`config.mk`:
```
export PLATFORM = sky130hd
export DESIGN_NAME = hamming_seq_ctrl
export DESIGN_NICKNAME = d
export VERILOG_FILES = /design/src/rtl/hamming_seq_ctrl.sv
export SDC_FILE = /design/constraint.sdc
export NUM_CORES = 1
export LEC_CHECK = 0
export CAP_MARGIN = 30
export CORE_ASPECT_RATIO = 0.6
export CORE_MARGIN = 2
export CORE_UTILIZATION = 35
export DETAILED_ROUTE_END_ITERATION = 8
export GPL_TIMING_DRIVEN = 0
export HOLD_SLACK_MARGIN = 0.06
export PLACE_DENSITY = 0.51
export SLEW_MARGIN = 20
export SYNTH_ARGS = -nofsm -noshare
export SYNTH_HDL_FRONTEND = slang
export SYNTH_SLANG_ARGS = --single-unit
```
`constraint.sdc`:
```
create_clock -name clk -period 2.9 [get_ports clk]
set_input_delay 0.435 -clock clk [delete_from_list [all_inputs] [get_ports clk]]
set_output_delay 0.435 -clock clk [all_outputs]
set_load 0.01 [all_outputs]
```
`src/rtl/hamming_seq_ctrl.sv`:
```
// Data-memory sequencer: reads 11-bit messages stored as byte pairs, builds the
// (16,11) SECDED Hamming block for each and writes it back as a byte pair.
module hamming_seq_ctrl #(
    parameter int NUM_MSG  = 15,
    parameter int SRC_BASE = 0,
    parameter int DST_BASE = 30,
    parameter int AW       = 8
) (
    input  logic          clk,
    input  logic          reset,
    input  logic          start,
    output logic          busy,
    output logic          done,
    output logic [AW-1:0] mem_addr,
    output logic          mem_wr_en,
    output logic [7:0]    mem_wr_data,
    input  logic [7:0]    mem_rd_data,
    output logic [7:0]    msg_idx
);

    localparam logic [2:0] S_IDLE = 3'd0;
    localparam logic [2:0] S_RDL  = 3'd1;
    localparam logic [2:0] S_RDH  = 3'd2;
    localparam logic [2:0] S_CAP  = 3'd3;
    localparam logic [2:0] S_WRL  = 3'd4;
    localparam logic [2:0] S_WRH  = 3'd5;
    localparam logic [2:0] S_DONE = 3'd6;

    localparam logic [AW-1:0] SRC0     = AW'(SRC_BASE);
    localparam logic [AW-1:0] DST0     = AW'(DST_BASE);
    localparam logic [7:0]    LAST_IDX = 8'(NUM_MSG - 1);

    logic [2:0]    state;
    logic [AW-1:0] src_ptr;
    logic [AW-1:0] dst_ptr;
    logic [7:0]    lo;
    logic [7:0]    enc_hi;
    logic [15:0]   enc;

    // d[11:1] = {hi[2:0], lo}; parity bits sit at Hamming positions 1,2,4,8,
    // p0 is the overall parity that upgrades SEC to SECDED.
    function automatic logic [15:0] hamming_enc(input logic [10:0] d_in);
        logic [11:1] d;
        logic        p8, p4, p2, p1, p0;
        d  = d_in;
        p8 = ^d[11:5];
        p4 = (^d[11:8]) ^ (^d[4:2]);
        p2 = d[11] ^ d[10] ^ d[7] ^ d[6] ^ d[4] ^ d[3] ^ d[1];
        p1 = d[11] ^ d[9] ^ d[7] ^ d[5] ^ d[4] ^ d[2] ^ d[1];
        p0 = (^d) ^ p8 ^ p4 ^ p2 ^ p1;
        return {d[11:5], p8, d[4:2], p4, d[1], p2, p1, p0};
    endfunction

    // High byte arrives on the read port during CAP, so encode straight from it.
    assign enc = hamming_enc({mem_rd_data[2:0], lo});

    always_ff @(posedge clk or posedge reset) begin
        if (reset) begin
            state       <= S_IDLE;
            busy        <= 1'b0;
            done        <= 1'b0;
            mem_addr    <= '0;
            mem_wr_en   <= 1'b0;
            mem_wr_data <= 8'd0;
            msg_idx     <= 8'd0;
            src_ptr     <= SRC0;
            dst_ptr     <= DST0;
            lo          <= 8'd0;
            enc_hi      <= 8'd0;
        end else begin
            mem_wr_en <= 1'b0;
            case (state)
                S_IDLE, S_DONE: begin
                    if (start) begin
                        state    <= S_RDL;
                        busy     <= 1'b1;
                        done     <= 1'b0;
                        msg_idx  <= 8'd0;
                        src_ptr  <= SRC0;
                        dst_ptr  <= DST0;
                        mem_addr <= SRC0;
                    end
                end
                S_RDL: begin
                    mem_addr <= src_ptr + AW'(1);
                    state    <= S_RDH;
                end
                S_RDH: begin
                    lo    <= mem_rd_data;
                    state <= S_CAP;
                end
                S_CAP: begin
                    mem_addr    <= dst_ptr;
                    mem_wr_en   <= 1'b1;
                    mem_wr_data <= enc[7:0];
                    enc_hi      <= enc[15:8];
                    state       <= S_WRL;
                end
                S_WRL: begin
                    mem_addr    <= dst_ptr + AW'(1);
                    mem_wr_en   <= 1'b1;
                    mem_wr_data <= enc_hi;
                    state       <= S_WRH;
                end
                S_WRH: begin
                    if (msg_idx == LAST_IDX) begin
                        state <= S_DONE;
                        busy  <= 1'b0;
                        done  <= 1'b1;
                    end else begin
                        msg_idx  <= msg_idx + 8'd1;
                        src_ptr  <= src_ptr + AW'(2);
                        dst_ptr  <= dst_ptr + AW'(2);
                        mem_addr <= src_ptr + AW'(2);
                        state    <= S_RDL;
                    end
                end
                default: begin
                    state <= S_IDLE;
                    busy  <= 1'b0;
                    done  <= 1'b0;
                end
            endcase
        end
    end

endmodule

```
==> flow_summary_export.csv <==
group,metric,value,unit
grt,grt_pass1_wl,13800,µm
sta,finClkSkew,0.00456,ns
setup_path,critPathArrivalTime,2.78,ns
sta,setup_viol,0,
route,drtPass1Iterations,4,
layout,final_cells,500,
logic_synthesis,synth_top_cell_by_area,"dfrtp_1",
layout,diodes,0,
logic_synthesis,syn_nets,350,
layout,final_cell_mix,"58 x nand2_1, 56 x dfrtp_1, 37 x clkdlybuf4s50_1, 31 x o21ai_0, 20 x xnor2_1",
route,antenna_left,0,
setup_path,cp-end-kind,"register",
logic_synthesis,synth_cell_types,45,
logic_synthesis,ys_ff_latch,60,
layout,seq_area,1510,µm²
route,drt-total-wl,8540,µm
route,routedWlPerCell,17.1,µm
clock_network,clk_pin_slew,0.05,ns
power_and_ir_drop,p_int,2.87,mW
place,place.gp.congestion,0.808,
logic_synthesis,ys_top_cells_by_area,"dfrtp_1 44%, nand2_1 6.8%, xnor2_1 5.5%",
logic_synthesis,synth.cell_area,3200,µm²
run,cap_violations,0,
place,dp_cells,484,
place,hpwl,6220,µm
logic_synthesis,syn-instance-count,334,
clock_network,ctsHoldBuffers,0,
grt,antenna_found_initial,0,
power_and_ir_drop,power_density,1140,nW/µm²
clock_network,cts_tree,"built",
layout,multi_input_area,1600,µm²
place,io_buffers,37,
layout,fin_nets,399,
clock_network,cts.repair.resized,0,
logic_synthesis,ys_warn_count,0,
power_and_ir_drop,p_comb_frac,0.428,
sta,tightest_slew,0.850,ns
logic_synthesis,yosysSeqAreaShare,0.471,
sta,max_freq,0.387,GHz
power_and_ir_drop,seq_power_share,0.313,
power_and_ir_drop,vdd_drop_max,0.423,mV
setup_path,cp_max_fo,10,
setup_path,path_class,"reg2reg",
setup_path,worst_ep_required_time,3.10,ns
clock_network,post_cts_buffers,0,
clock_network,cts-htree-levels,3,
sta,hold_viol,0,
sta,rsz0062_at_grt,"no",
clock_network,cts_sinks,60,
setup_path,startpoint_type,"register",
sta,layout_setup_ws,0.316,ns
layout,synthToLayoutAreaGrowth,27.2,%
clock_network,insertion_delay,0.33,ns
logic_synthesis,avgSynthCellArea,9.57,µm²
power_and_ir_drop,p_sw_frac,0.379,
die,num_rows,26,
route,avgViaCountPerCell,5.26,
layout,final_common_cell,"nand2_1",
place,dp_worst_setup_slack,0.327,ns
route,met1_length,4790,µm
setup_path,rrSetupSlack,0.32,ns
route,vias,2631,
sta,finalCritPeriodShare,0.891,
die,die_y,78.0,µm
die,core-area,8690,µm²
die,ios,38,
clock_network,cts-buffers-inserted,9,
setup_path,reg2reg_depth,9,
clock_network,cts_max_path_buffers,2,
power_and_ir_drop,p_leak,1.75,nW
route,wl_met2,3080,µm
layout,drive_above_1_share,0.126,
grt,grt_use_total,0.186,
route,met3WireLength,540,µm
sta,max-slew-margin-rel,0.434,
clock_network,root_buffer,"clkbuf_16",
die,die_x,127,µm
outcome,status,"finished, final reports clean",
grt,grt_max_degree,38,
logic_synthesis,synth_top_area_share,0.438,
power_and_ir_drop,switching_power,1.75,mW
grt,grt_overflow,0,
die,dieArea,9940,µm²
sta,fin_crit,2.58,ns
layout,fillers,820,
die,start_util,0.368,
grt,grt_pass1_vias,2479,
worst_hold_path,hold_class,"in2async",
route,top_layer_used,"met4",
sta,whs,0.420,ns
sta,final_max_slew_viol_count,0,
power_and_ir_drop,pwr-share-clk,0.259,
route,first_iter_violations,184,
route,drc,0,
[layout make-up]
cell class,instances,area share
Multi-Input combinational cell,252,0.392
Buffer,16,0.0178
Clock inverter,4,0.0172
Tap cell,112,0.0345
Timing Repair Buffer,38,0.0960
Sequential cell,60,0.370
Clock buffer,12,0.0655
Inverter,6,0.00615
[registers in the layout, summed over array words and instances (netlist names)]
signal,flops
done,1
mem_addr,8
mem_wr_data,8
lo,8
src_ptr,7
state,3
enc_hi,8
busy,1
dst_ptr,7
msg_idx,8
mem_wr_en,1
[worst max-delay path, stage by stage, from the launching register on]
cell and delay (ns):
dfrtp_1 0.43, nor3b_4 0.44, buf_2 0.34, mux2_2 0.37, ha_1 0.30, nor2b_1 0.13, o21ai_0 0.14, a21oi_1 0.08
a21oi_1 0.12, o21ai_0 0.08
[kinds of logic after synthesis]
kind of cell               after synthesis  share of synthesized area
AOI/OAI and AO/OA                       79                      0.156
xor gates and xnor gates                32                     0.0877
adders and majority gates                5                     0.0196
buffers and inverters                   22                     0.0297
DFF                                     60                      0.471
muxes                                   15                     0.0509
other                                    1                    0.00117
and+or+nand+nor                        120                      0.184
[per-stage QoR]
step / TNS (ns) / cell area [µm²] / util / total power, mW
floorplan: 0 / 3200 / - / 2.73
detailed placement: 0 / 3730 / 0.429 / 3.42
global placement: -15.11 / 3710 / 0.427 / 3.38
finish: 0 / 4070 / 0.468 / 4.62
global route: 0 / 4070 / 0.468 / 4.94
CTS: 0 / 4070 / 0.468 / 4.64
[path summary, 6_finish.rpt]
path                           startpoint              to
hold reg to reg            mem_wr_data[3]  mem_wr_data[3]
min in group clk           mem_wr_data[3]  mem_wr_data[3]
hold / removal                      reset  mem_wr_data[5]
max in group asynchronous           reset      dst_ptr[1]
setup reg to reg                 state[0]     mem_addr[1]
setup / recovery                 state[0]     mem_addr[1]
[synth_stat cells (all sizes together)]
cell type  number
a21oi           8
a221o           1
a222oi          1
a22o            1
a22oi          12
a2bb2oi         1
a31oi           5
a32oi           1
a41oi           1
and2            4
and3            5
and3b           1
and4b           1
buf            10
clkbuf          6
conb            1
dfrtp          56
dfstp           4
ha              5
inv             6
mux2           10
mux2i           5
nand2          58
nand2b          3
nand3          10
nand3b          3
nand4           2
nor2           21
nor2b           6
nor3            3
nor3b           1
nor4            1
nor4b           1
o21ai          38
o21ba           1
o21bai          2
o221ai          1
o22ai           3
o31ai           2
o41ai           1
xnor2          20
xor2           12
[power groups by stage]
| stage | registers (mW) | logic, mW | clock network, mW |
|---|---|---|---|
| detailed placement | 1.46 | 1.97 | 0 |
| global placement | 1.45 | 1.94 | 0 |
| floorplan | 1.42 | 1.31 | 0 |
| finish | 1.45 | 1.98 | 1.20 |
| global route | 1.49 | 2.18 | 1.26 |
| CTS | 1.45 | 1.97 | 1.22 |
[metal layers]
layer	vias to the layer above	GRT usage
li1	1274	-
met4	0	0.0626
met3	10	0.0525
met5	-	0
met1	1274	0.310
met2	73	0.218
Power figures use the tool's default switching activity.
